### config.mk
export PLATFORM = sky130hd
export DESIGN_NAME = uart_rx_flow_ctrl
export DESIGN_NICKNAME = d
export VERILOG_FILES = /design/src/rtl/uart_pkg.sv /design/src/rtl/uart_sync_fifo.sv /design/src/rtl/uart_rx_flow_ctrl.sv
export SDC_FILE = /design/constraint.sdc
export NUM_CORES = 1
export LEC_CHECK = 0
export CORE_MARGIN = 3
export CORE_UTILIZATION = 60
export CTS_BUF_LIST = sky130_fd_sc_hd__clkbuf_8
export CTS_CLUSTER_DIAMETER = 60
export CTS_CLUSTER_SIZE = 40
export DETAILED_ROUTE_END_ITERATION = 12
export PLACE_DENSITY = 0.81
export SETUP_SLACK_MARGIN = 0.2
export SYNTH_ARGS = -nofsm -noshare
export SYNTH_HDL_FRONTEND = slang
export SYNTH_SLANG_ARGS = --single-unit
export TNS_END_PERCENT = 1
### constraint.sdc
create_clock -name Clk -period 5.45 [get_ports Clk]
set_input_delay 1.09 -clock Clk [delete_from_list [all_inputs] [get_ports Clk]]
set_output_delay 1.09 -clock Clk [all_outputs]
set_load 0.02 [all_outputs]
### src/rtl/uart_pkg.sv
// ---------------------------------------------------------------------------
// uart_pkg
//   Shared UART definitions used by the RX and TX paths.
//   - flow_state_t : receive flow-control state (send allowed / throttled)
//   - RX_ERR_W     : width of the receiver error flag vector
//   - rx_err_t     : named view of the receiver error flags
// ---------------------------------------------------------------------------
package uart_pkg;

    typedef enum logic {
        FLOW_OPEN     = 1'b0,
        FLOW_THROTTLE = 1'b1
    } flow_state_t;

    localparam int RX_ERR_W = 3;

    // Bit positions inside the receiver error vector.
    localparam int ERR_BIT_FRAMING = 0;
    localparam int ERR_BIT_PARITY  = 1;
    localparam int ERR_BIT_BREAK   = 2;

    typedef struct packed {
        logic brk;      // break condition detected
        logic parity;   // parity mismatch
        logic framing;  // missing stop bit
    } rx_err_t;

    // True when any error flag is raised: the byte must be discarded.
    function automatic logic rx_err_any(input rx_err_t e);
        return e.framing | e.parity | e.brk;
    endfunction

endpackage

### src/rtl/uart_sync_fifo.sv
// ---------------------------------------------------------------------------
// uart_sync_fifo
//   Single-clock register-array FIFO with show-ahead head output.
//   A push into a full FIFO is accepted only when a pop happens in the same
//   cycle; a pop from an empty FIFO is ignored. Storage is not reset, only
//   the pointers and the occupancy count.
// Ports
//   i_clk    in   clock, posedge
//   i_rst_n  in   synchronous reset, active-low
//   i_push   in   write i_data at the tail
//   i_data   in   DATA_BITS write data
//   i_pop    in   remove the head entry
//   o_full   out  count == FIFO_DEPTH
//   o_empty  out  count == 0
//   o_count  out  occupancy, one bit wider than the pointers
//   o_head   out  entry at the read pointer
// ---------------------------------------------------------------------------
module uart_sync_fifo #(
    parameter int DATA_BITS  = 8,
    parameter int FIFO_DEPTH = 16
) (
    input  logic                          i_clk,
    input  logic                          i_rst_n,
    input  logic                          i_push,
    input  logic [DATA_BITS-1:0]          i_data,
    input  logic                          i_pop,
    output logic                          o_full,
    output logic                          o_empty,
    output logic [$clog2(FIFO_DEPTH):0]   o_count,
    output logic [DATA_BITS-1:0]          o_head
);

    localparam int PTR_W = $clog2(FIFO_DEPTH);
    localparam int CNT_W = PTR_W + 1;

    logic [DATA_BITS-1:0] r_mem [FIFO_DEPTH];
    logic [PTR_W-1:0]     r_wr_ptr;
    logic [PTR_W-1:0]     r_rd_ptr;
    logic [CNT_W-1:0]     r_count;

    logic w_full;
    logic w_empty;
    logic w_do_pop;
    logic w_do_push;

    assign w_full    = (r_count == CNT_W'(FIFO_DEPTH));
    assign w_empty   = (r_count == '0);
    assign w_do_pop  = i_pop && !w_empty;
    // A full FIFO still takes a write when the head leaves in the same cycle.
    assign w_do_push = i_push && (!w_full || w_do_pop);

    // Pointers wrap naturally because FIFO_DEPTH is a power of two.
    always_ff @(posedge i_clk) begin
        if (!i_rst_n) begin
            r_wr_ptr <= '0;
            r_rd_ptr <= '0;
            r_count  <= '0;
        end else begin
            if (w_do_push) r_wr_ptr <= r_wr_ptr + 1'b1;
            if (w_do_pop)  r_rd_ptr <= r_rd_ptr + 1'b1;
            case ({w_do_push, w_do_pop})
                2'b10:   r_count <= r_count + 1'b1;
                2'b01:   r_count <= r_count - 1'b1;
                default: r_count <= r_count;
            endcase
        end
    end

    always_ff @(posedge i_clk) begin
        if (w_do_push) r_mem[r_wr_ptr] <= i_data;
    end

    assign o_full  = w_full;
    assign o_empty = w_empty;
    assign o_count = r_count;
    assign o_head  = r_mem[r_rd_ptr];

endmodule

### src/rtl/uart_rx_flow_ctrl.sv
// ---------------------------------------------------------------------------
// uart_rx_flow_ctrl
//   UART receive sequencer: captures completed bytes from the receiver into
//   a local FIFO, presents them over valid/ready, drives RTS from FIFO fill
//   with hysteresis and keeps overrun / error statistics.
// Ports
//   Clk             in   clock, posedge
//   Rst_n           in   synchronous reset, active-low
//   Rx_Data_In      in   received byte, stable while Rx_Data_Rdy_In is high
//   Rx_Data_Rdy_In  in   byte-ready strobe; only its rising edge captures
//   Rx_Error_In     in   error flags sampled with the strobe, nonzero = bad
//   Rx_Rts_In       in   receiver's own ready-to-send, gates RTS
//   RTS             out  1 = remote transmitter may send
//   Rd_Data_Out     out  FIFO head, 0 when empty
//   Rd_Valid_Out    out  head valid
//   Rd_Ready_In     in   consumer takes the head
//   Fill_Out        out  FIFO occupancy
//   Overrun_Out     out  sticky, a good byte was dropped on a full FIFO
//   Err_Count_Out   out  saturating count of discarded errored bytes
//   Clear_Stat_In   in   clears Overrun_Out and Err_Count_Out
// ---------------------------------------------------------------------------
module uart_rx_flow_ctrl
    import uart_pkg::*;
#(
    parameter int DATA_BITS   = 8,
    parameter int FIFO_DEPTH  = 16,
    parameter int RTS_HIGH_WM = 12,
    parameter int RTS_LOW_WM  = 4,
    parameter int ERR_CNT_W   = 8
) (
    input  logic                          Clk,
    input  logic                          Rst_n,
    input  logic [DATA_BITS-1:0]          Rx_Data_In,
    input  logic                          Rx_Data_Rdy_In,
    input  logic [RX_ERR_W-1:0]           Rx_Error_In,
    input  logic                          Rx_Rts_In,
    output logic                          RTS,
    output logic [DATA_BITS-1:0]          Rd_Data_Out,
    output logic                          Rd_Valid_Out,
    input  logic                          Rd_Ready_In,
    output logic [$clog2(FIFO_DEPTH):0]   Fill_Out,
    output logic                          Overrun_Out,
    output logic [ERR_CNT_W-1:0]          Err_Count_Out,
    input  logic                          Clear_Stat_In
);

    localparam int CNT_W = $clog2(FIFO_DEPTH) + 1;

    function automatic logic [ERR_CNT_W-1:0] sat_inc(input logic [ERR_CNT_W-1:0] v);
        return (&v) ? v : v + 1'b1;
    endfunction

    // Hysteresis: withdraw at the high mark, re-open only at the low mark.
    function automatic flow_state_t flow_next(input flow_state_t s,
                                              input logic [CNT_W-1:0] cnt);
        flow_state_t n;
        n = s;
        case (s)
            FLOW_OPEN:     if (cnt >= CNT_W'(RTS_HIGH_WM)) n = FLOW_THROTTLE;
            FLOW_THROTTLE: if (cnt <= CNT_W'(RTS_LOW_WM))  n = FLOW_OPEN;
            default:       n = FLOW_OPEN;
        endcase
        return n;
    endfunction

    logic                  r_rdy_prev;
    flow_state_t           r_flow_state;
    logic                  r_rts;
    logic                  r_overrun;
    logic [ERR_CNT_W-1:0]  r_err_cnt;

    logic                  w_strobe;
    logic                  w_bad;
    logic                  w_push;
    logic                  w_pop;
    logic                  w_err_ev;
    logic                  w_overrun_ev;
    logic                  w_full;
    logic                  w_empty;
    logic [CNT_W-1:0]      w_count;
    logic [DATA_BITS-1:0]  w_head;
    flow_state_t           w_flow_next;

    // Stage 0: strobe edge detection and capture qualification.
    // A strobe held high for several cycles produces a single capture.
    assign w_strobe     = Rx_Data_Rdy_In && !r_rdy_prev;
    assign w_bad        = rx_err_any(rx_err_t'(Rx_Error_In));
    assign w_push       = w_strobe && !w_bad;
    assign w_err_ev     = w_strobe && w_bad;
    assign w_pop        = !w_empty && Rd_Ready_In;
    assign w_overrun_ev = w_push && w_full && !w_pop;

    always_ff @(posedge Clk) begin
        if (!Rst_n) r_rdy_prev <= 1'b0;
        else        r_rdy_prev <= Rx_Data_Rdy_In;
    end

    uart_sync_fifo #(
        .DATA_BITS  (DATA_BITS),
        .FIFO_DEPTH (FIFO_DEPTH)
    ) u_fifo (
        .i_clk   (Clk),
        .i_rst_n (Rst_n),
        .i_push  (w_push),
        .i_data  (Rx_Data_In),
        .i_pop   (w_pop),
        .o_full  (w_full),
        .o_empty (w_empty),
        .o_count (w_count),
        .o_head  (w_head)
    );

    // Stage 1: flow FSM on the registered count; RTS is registered from the
    // next state, so it drops one edge after the push reaching the high mark.
    assign w_flow_next = flow_next(r_flow_state, w_count);

    always_ff @(posedge Clk) begin
        if (!Rst_n) begin
            r_flow_state <= FLOW_OPEN;
            r_rts        <= 1'b0;
        end else begin
            r_flow_state <= w_flow_next;
            r_rts        <= (w_flow_next == FLOW_OPEN) && Rx_Rts_In;
        end
    end

    // Statistics: a new event in the same cycle as a clear takes priority.
    always_ff @(posedge Clk) begin
        if (!Rst_n) begin
            r_overrun <= 1'b0;
            r_err_cnt <= '0;
        end else begin
            if (w_overrun_ev)       r_overrun <= 1'b1;
            else if (Clear_Stat_In) r_overrun <= 1'b0;

            if (Clear_Stat_In)      r_err_cnt <= w_err_ev ? ERR_CNT_W'(1) : '0;
            else if (w_err_ev)      r_err_cnt <= sat_inc(r_err_cnt);
        end
    end

    assign RTS           = r_rts;
    assign Rd_Valid_Out  = !w_empty;
    assign Rd_Data_Out   = w_empty ? '0 : w_head;
    assign Fill_Out      = w_count;
    assign Overrun_Out   = r_overrun;
    assign Err_Count_Out = r_err_cnt;

endmodule

==> qor.yml, run 1 <==
run_status:
  status: "finished clean"
cts:
  clkSlewWorstSetupHoldPaths_ns: 0.08
  clock_sink_count: 157
  tritoncts: "built"
  numCtsBuffers: 17
  cts_htree_levels: 4
  cts_resized: 0
  cts-root-buf: "sky130_fd_sc_hd__clkbuf_8"
  post_cts.repair.setup_buffers: 0
  ctsHoldBuffers: 0
  cts_buffer_depth: 2
  clk_latency_ns: 0.44
global_route:
  first_global_vias: 3731
  grt.total_usage: 0.229
  antenna_found_initial: 0
  globalRoute.totalOverflow: 0
  global_route_wire_length_before_repair_um: 20100
  grt_max_degree: 33
floorplanning:
  floorplan.core_area_um2: 10500
  die_h_um: 110
  rows: 37
  chipWidth_um: 110
  initial_utilization: 0.624
  die_area_um2: 12200
  top_level_ports: 41
sta:
  final-setup-viol-count: 0
  min_period_ns: 4.27
  slew-limit-headroom: 0.353
  timing.clock.skew_ns: 0.0119
  final_hold_viol_count: 0
  timing_max_transition_violations_final: 0
  tns_ns: 0
  rsz0062_at_grt: "no"
  max_freq_mhz: 234
  period_share: 0.784
  worst_slew_pin_slew_ns: 0.971
routing:
  antenna_left: 0
  post_drt_wl_per_cell_um: 21.2
  first_iter_violations: 250
  firstDrtPassIters: 6
  finalWirelength_um: 12500
  drt_drc_violations_left: 0
  dr_total_vias: 3633
  vias_per_cell: 6.15
synthesis:
  ys_types: 47
  yosysSeqAreaShare: 0.678
  ys_async_sr_fraction: 0
  post_synthesis_instance_area_um2: 6530
  synthesis.yosys.warnings: 0
  synth_nets: 431
  number_of_enable_flip_flop_cells_after_synthesis: 128
  ys_dominant_reg_cell: "sky130_fd_sc_hd__edfxtp_1"
  yosys_register_bits: 157
  synthCells: 405
  syn_avg_cell_area_um2: 16.1
power:
  powerDensity_nw_per_um2: 378
  maximum_vdd_ir_drop_mv: 0.247
  fraction_of_power_consumed_by_the_clock_network: 0.341
  leakage_nw: 2.41
  share_of_power_burned_in_combinational_logic: 0.180
  seq_power_share: 0.479
  netSwitchingPower_uw: 728
  power_report.internal_total_mw: 2.09
  power.switching_fraction: 0.258
worst_setup_path:
  required_ns: 4.36
  worstReg2RegStart: "u_fifo.o_count[3]"
  worst_setup_slack_for_register_to_register_paths_ns: 2.38
  kind_of_end_point_of_the_critical_path: "output port"
  crit_type: "reg2out"
  crit-reg2reg-capture: "u_fifo.o_count[2]"
  cp.arrival_ns: 3.18
  worst-path-max-fanout: 32
  endpoint: "Rd_Data_Out[2]"
  start_kind: "register"
  worst-r2r-cell-count: 10
layout:
  fillers: 674
  nNetsFinal: 468
  final_instance_count_excl_fillers: 591
  insertedDiodeCount: 0
  postLayoutCoreUtil: 0.712
  multi_input_comb_area_um2: 1930
  finish.instance_area_um2: 7450
  drive_gt1_frac: 0.152
  synthToLayoutAreaGrowth_pct: 14.1
  layout.area.seq_um2: 4430
placement:
  dp_cells: 559
  place.port_buffers: 40
  post-dp-hpwl_um: 8020
  placedInstanceArea_um2: 6990
  final_wtd_congestion: 0.881
flow_run:
  drv.max_cap_violation_count: 0
worst_hold_path:
  min_path_type: "reg2reg"
[critical path: stages (launching register included)]
cell and delay (ns):
sky130_fd_sc_hd__dfxtp_2 0.98, sky130_fd_sc_hd__mux4_2 0.60, sky130_fd_sc_hd__nor2b_1 0.15, sky130_fd_sc_hd__a211oi_1 0.34
sky130_fd_sc_hd__a211oi_1 0.10, sky130_fd_sc_hd__clkdlybuf4s50_1 0.58
[power groups by stage]
| stage | registers [mW] | logic (mW) | clock network, mW |
|---|---|---|---|
| after global routing | 1.35 | 0.552 | 1.03 |
| final | 1.35 | 0.507 | 0.960 |
| after detailed placement | 1.38 | 0.507 | 0 |
| after floorplan | 1.36 | 0.348 | 0 |
| after CTS | 1.35 | 0.509 | 0.974 |
| after global placement | 1.38 | 0.489 | 0 |
[per-layer routing]
metal	vias to the layer above	share of wire	track usage
met5	-	0	0
met4	0	0.021	0.0836
met3	20	0.063	0.0524
met2	137	0.50	0.370
met1	1812	0.42	0.310
li1	1664	-	-
[synthesized netlist by cell type (2+ instances only)]
cell | instances | area, um^2
sky130_fd_sc_hd__clkbuf_1 | 11 | 41.3
sky130_fd_sc_hd__xnor2_1 | 2 | 17.5
sky130_fd_sc_hd__edfxtp_1 | 128 | 3840
sky130_fd_sc_hd__o21a_1 | 2 | 15.0
sky130_fd_sc_hd__o211ai_1 | 3 | 22.5
sky130_fd_sc_hd__o21ai_0 | 5 | 25.0
sky130_fd_sc_hd__a21oi_1 | 9 | 45.0
sky130_fd_sc_hd__inv_1 | 9 | 33.8
sky130_fd_sc_hd__a211oi_1 | 16 | 120
sky130_fd_sc_hd__nor3b_1 | 2 | 15.0
sky130_fd_sc_hd__nand3_1 | 6 | 30.0
sky130_fd_sc_hd__or4_1 | 3 | 22.5
sky130_fd_sc_hd__buf_1 | 4 | 15.0
sky130_fd_sc_hd__xor2_1 | 5 | 43.8
sky130_fd_sc_hd__mux4_2 | 32 | 721
sky130_fd_sc_hd__nand2b_1 | 7 | 43.8
sky130_fd_sc_hd__nor3_1 | 5 | 25.0
sky130_fd_sc_hd__and2_1 | 2 | 12.5
sky130_fd_sc_hd__or3_1 | 4 | 25.0
sky130_fd_sc_hd__nor2_1 | 20 | 75.1
sky130_fd_sc_hd__buf_2 | 5 | 25.0
sky130_fd_sc_hd__and3_1 | 16 | 100
sky130_fd_sc_hd__nand4_1 | 2 | 12.5
sky130_fd_sc_hd__mux2i_1 | 14 | 140
sky130_fd_sc_hd__dfxtp_1 | 29 | 581
sky130_fd_sc_hd__a31oi_1 | 4 | 25.0
sky130_fd_sc_hd__o31ai_1 | 2 | 15.0
sky130_fd_sc_hd__and4_1 | 2 | 17.5
sky130_fd_sc_hd__ha_1 | 9 | 113
sky130_fd_sc_hd__nand2_1 | 13 | 48.8
sky130_fd_sc_hd__buf_6 | 4 | 45.0
sky130_fd_sc_hd__nor4_1 | 2 | 12.5
sky130_fd_sc_hd__nor2b_1 | 14 | 87.6
[stage by stage]
step,total power [mW],setup WS (ns),hold slack (ns)
floorplan,1.71,2.15,0.507
global placement,1.86,1.54,0.466
detailed placement,1.88,1.41,0.490
CTS,2.83,1.09,0.510
global route,2.93,0.951,0.554
finish,2.82,1.18,0.506
[registers in the layout, indices dropped and copies added (netlist names), named ones only]
name and count:
u_fifo.r_mem 128, Err_Count_Out 8, u_fifo.o_count 5, u_fifo.r_rd_ptr 4, u_fifo.r_wr_ptr 4, Overrun_Out 1
RTS 1, r_flow_state 1, r_rdy_prev 1
[final cells by class]
cell class,count,area share
sequential,157,0.594
tap,136,0.0228
inverter,9,0.00454
clock inverter,15,0.0297
clock buffer,17,0.0314
multi-input combinational,213,0.260
timing repair buffer,44,0.0578
[logic make-up (layout without fill, tap and decap cells)]
group / count (synthesis) / in the layout / synth area share
buffers and inverters: 35 / 85 / 0.0264
DFF: 157 / 157 / 0.678
and+or+nand+nor: 101 / 101 / 0.0849
xor gates and xnor gates: 7 / 7 / 0.00939
AOI/OAI and AO/OA: 50 / 50 / 0.0527
adders and majority gates: 9 / 9 / 0.0172
muxes: 46 / 46 / 0.132
[worst min path at each step]
| stage | end | depth (start not counted) | slack [ns] | startpoint |
|---|---|---|---|---|
| floorplan | register | 2 | 0.51 | u_fifo.r_rd_ptr[2] |
| global placement | Overrun_Out | 2 | 0.47 | Overrun_Out |
| detailed placement | Overrun_Out | 2 | 0.49 | Overrun_Out |
| CTS | Overrun_Out | 2 | 0.51 | Overrun_Out |
| global route | Overrun_Out | 2 | 0.55 | Overrun_Out |
| finish | Overrun_Out | 2 | 0.51 | Overrun_Out |
[cell usage in the layout, fill, tap and decap left out, types with 2 or more instances in the layout]
| master | netlist | layout |
|---|---|---|
| sky130_fd_sc_hd__a211oi_1 | 16 | 16 |
| sky130_fd_sc_hd__o31ai_1 | 2 | 2 |
| sky130_fd_sc_hd__xor2_1 | 5 | 5 |
| sky130_fd_sc_hd__or4_1 | 3 | 3 |
| sky130_fd_sc_hd__inv_1 | 9 | 10 |
| sky130_fd_sc_hd__clkinv_4 | 0 | 2 |
| sky130_fd_sc_hd__edfxtp_1 | 128 | 128 |
| sky130_fd_sc_hd__bufinv_16 | 0 | 5 |
| sky130_fd_sc_hd__nand3_1 | 6 | 6 |
| sky130_fd_sc_hd__nor4_1 | 2 | 2 |
| sky130_fd_sc_hd__nand4_1 | 2 | 2 |
| sky130_fd_sc_hd__a21oi_1 | 9 | 9 |
| sky130_fd_sc_hd__or3_1 | 4 | 4 |
| sky130_fd_sc_hd__dfxtp_1 | 29 | 28 |
| sky130_fd_sc_hd__o211ai_1 | 3 | 3 |
| sky130_fd_sc_hd__a31oi_1 | 4 | 4 |
| sky130_fd_sc_hd__nand2b_1 | 7 | 7 |
| sky130_fd_sc_hd__nor2b_1 | 14 | 14 |
| sky130_fd_sc_hd__o21a_1 | 2 | 2 |
| sky130_fd_sc_hd__clkbuf_8 | 0 | 17 |
| sky130_fd_sc_hd__clkinvlp_4 | 0 | 4 |
| sky130_fd_sc_hd__buf_4 | 1 | 4 |
| sky130_fd_sc_hd__and3_1 | 16 | 16 |
| sky130_fd_sc_hd__nand2_1 | 13 | 13 |
| sky130_fd_sc_hd__nor2_1 | 20 | 20 |
| sky130_fd_sc_hd__and2_1 | 2 | 2 |
| sky130_fd_sc_hd__clkdlybuf4s50_1 | 0 | 40 |
| sky130_fd_sc_hd__nor3_1 | 5 | 5 |
| sky130_fd_sc_hd__nor3b_1 | 2 | 2 |
| sky130_fd_sc_hd__mux2i_1 | 14 | 14 |
| sky130_fd_sc_hd__mux4_2 | 32 | 32 |
| sky130_fd_sc_hd__xnor2_1 | 2 | 2 |
| sky130_fd_sc_hd__ha_1 | 9 | 9 |
| sky130_fd_sc_hd__and4_1 | 2 | 2 |
| sky130_fd_sc_hd__o21ai_0 | 5 | 5 |
(Power assumes the default switching activity.)
==> run 2: changes to the inputs <==
--- a/config.mk
+++ b/config.mk
@@ -6,12 +6,12 @@
 export NUM_CORES = 1
 export LEC_CHECK = 0
 export CORE_MARGIN = 3
-export CORE_UTILIZATION = 60
+export CORE_UTILIZATION = 55
 export CTS_BUF_LIST = sky130_fd_sc_hd__clkbuf_8
 export CTS_CLUSTER_DIAMETER = 60
 export CTS_CLUSTER_SIZE = 40
 export DETAILED_ROUTE_END_ITERATION = 12
-export PLACE_DENSITY = 0.81
+export PLACE_DENSITY = 0.78
 export SETUP_SLACK_MARGIN = 0.2
 export SYNTH_ARGS = -nofsm -noshare
 export SYNTH_HDL_FRONTEND = slang
==> constraint.sdc (replaced) <==
create_clock -name Clk -period 3.9 [get_ports Clk]
set_input_delay 0.78 -clock Clk [delete_from_list [all_inputs] [get_ports Clk]]
set_output_delay 0.78 -clock Clk [all_outputs]
set_load 0.02 [all_outputs]
==> qor.yml, run 2 (synthesis results as in run 1) <==
sta:
  worst_slew_pin_slew_ns: 0.631
  min_period_ns: 3.53
  slew-limit-headroom: 0.579
  period_share: 0.905
  timing_max_transition_violations_final: 0
  tns_ns: 0
  timing.clock.skew_ns: 0.00811
  final_hold_viol_count: 0
  max_freq_mhz: 283
  rsz0062_at_grt: "yes"
  whs_ns: 0.481
  final-setup-viol-count: 0
layout:
  insertedDiodeCount: 0
  final_instance_count_excl_fillers: 603
  finish.instance_area_um2: 7490
  drive_gt1_frac: 0.167
  flip_flop_count_of_the_largest_register_all_copies_and_words_added: 128
  largest_register: "u_fifo.r_mem"
  synthToLayoutAreaGrowth_pct: 14.8
  final_common_cell: "sky130_fd_sc_hd__edfxtp_1"
  final_cell_mix: "sky130_fd_sc_hd__edfxtp_1 (128), sky130_fd_sc_hd__clkdlybuf4s50_1 (39), sky130_fd_sc_hd__mux4_2 (32)"
  nNetsFinal: 474
power:
  leakage_nw: 2.44
  report.power.total_mw: 3.88
  maximum_vdd_ir_drop_mv: 0.373
  powerDensity_nw_per_um2: 518
placement:
  final_wtd_congestion: 0.884
  place.port_buffers: 40
  dp_cells: 572
  post-dp-hpwl_um: 8300
  placedInstanceArea_um2: 7060
cts:
  cts_htree_levels: 4
  clock_sink_count: 157
  cts_buffer_depth: 2
  tritoncts: "built"
  numCtsBuffers: 17
  cts-root-buf: "sky130_fd_sc_hd__clkbuf_8"
  clk_latency_ns: 0.44
  clkSlewWorstSetupHoldPaths_ns: 0.08
flow_run:
  drv.max_cap_violation_count: 0
worst_setup_path:
  cpPeakStageDelay_ns: 0.60
  critical_path_depth: 6
  kind_of_end_point_of_the_critical_path: "output port"
  start_kind: "register"
  worst_setup_slack_for_register_to_register_paths_ns: 0.84
  worst-path-max-fanout: 22
  crit_path_frequent_cell: "sky130_fd_sc_hd__a211oi_1"
  worstReg2RegStart: "u_fifo.o_count[3]"
  required_ns: 3.12
  timing.critical_path.cells: "buf_12 > mux4_2 > nor2b_1 > a211oi_1 > a211oi_1 > clkdlybuf4s50_1"
  worst-r2r-cell-count: 10
  crit_type: "reg2out"
  crit-reg2reg-capture: "u_fifo.o_count[4]"
  path_buf_inv: 2
  cp.arrival_ns: 2.75
  slowest_stage: "sky130_fd_sc_hd__clkdlybuf4s50_1"
  critPathTopFamily: "buffers and inverters"
routing:
  antenna_left: 0
  firstDrtPassIters: 5
  finalWirelength_um: 12600
  first_iter_violations: 405
  drt_drc_violations_left: 0
  post_drt_wl_per_cell_um: 21.0
  vias_per_cell: 5.99
  dr_total_vias: 3613
run_status:
  status: "finished clean"
global_route:
  global_route_wire_length_before_repair_um: 20200
  antenna_found_initial: 0
  grt.total_usage: 0.208
  first_global_vias: 3680
  globalRoute.totalOverflow: 0
  grt_max_degree: 33
floorplanning:
  floorplan.core_area_um2: 11500
  die_area_um2: 13200
  rows: 39
  chipWidth_um: 115
  top_level_ports: 41
  initial_utilization: 0.567
  die_h_um: 115
worst_hold_path:
  min_path_type: "reg2reg"
  hold_path_end: "Overrun_Out"
  worst_hold_startpoint: "Overrun_Out"
  hold_path_depth: 2
[run 2: per-layer routing]
layer  track usage  wire [um]  vias to the layer above
li1              -          -                     1679
met1         0.288       5710                     1810
met2         0.327       6160                      105
met3        0.0453        532                       19
met4        0.0814        233                        0
met5             0          0                        -
[run 2: stage by stage]
| stage | utilization | setup slack (ns) |
|---|---|---|
| floorplan | - | 0.844 |
| global placement | 0.613 | 0.628 |
| detailed placement | 0.613 | 0.420 |
| CTS | 0.651 | 0.261 |
| global route | 0.651 | 0.196 |
| finish | 0.651 | 0.370 |
[run 2: worst max-delay path by stage]
stage	from	endpoint	slack (ns)
2_1_floorplan	u_fifo.o_count[1]	u_fifo.o_count[4]	0.84
3_3_place_gp	Rx_Error_In[1]	u_fifo.o_count[2]	0.63
3_5_place_dp	Rx_Error_In[1]	u_fifo.o_count[4]	0.42
4_1_cts	register	Rd_Data_Out[0]	0.26
5_1_grt	register	Rd_Data_Out[1]	0.20
6_report	register	Rd_Data_Out[1]	0.37
[run 2: where the power goes]
group	leakage (nW)	internal, mW	switching [mW]	total, mW
Sequential	1.39	1.83	0.0426	1.88
Combinational	0.853	0.336	0.388	0.724
Clock	0.204	0.695	0.587	1.28
[run 2: final cells by class]
cell class | count | area, um^2
timing repair buffer | 50 | 490
multi-input combinational | 213 | 1930
tap | 143 | 179
sequential | 157 | 4430
clock buffer | 17 | 234
inverter | 9 | 33.8
fill | 809 | 4020
clock inverter | 14 | 195
[run 2: worst min-delay path, cell delays in order, from the launching register on]
cell                       delay [ns]
sky130_fd_sc_hd__dfxtp_1         0.32
sky130_fd_sc_hd__nand2b_1        0.06
sky130_fd_sc_hd__a21oi_1         0.06
[run 2: repair_timing]
action | in CTS | in global routing
hold buffers | 0 | 0
buffers inserted | 0 | 0
setup endpoints to repair | 6 | 2
resized for setup | 2 | 1
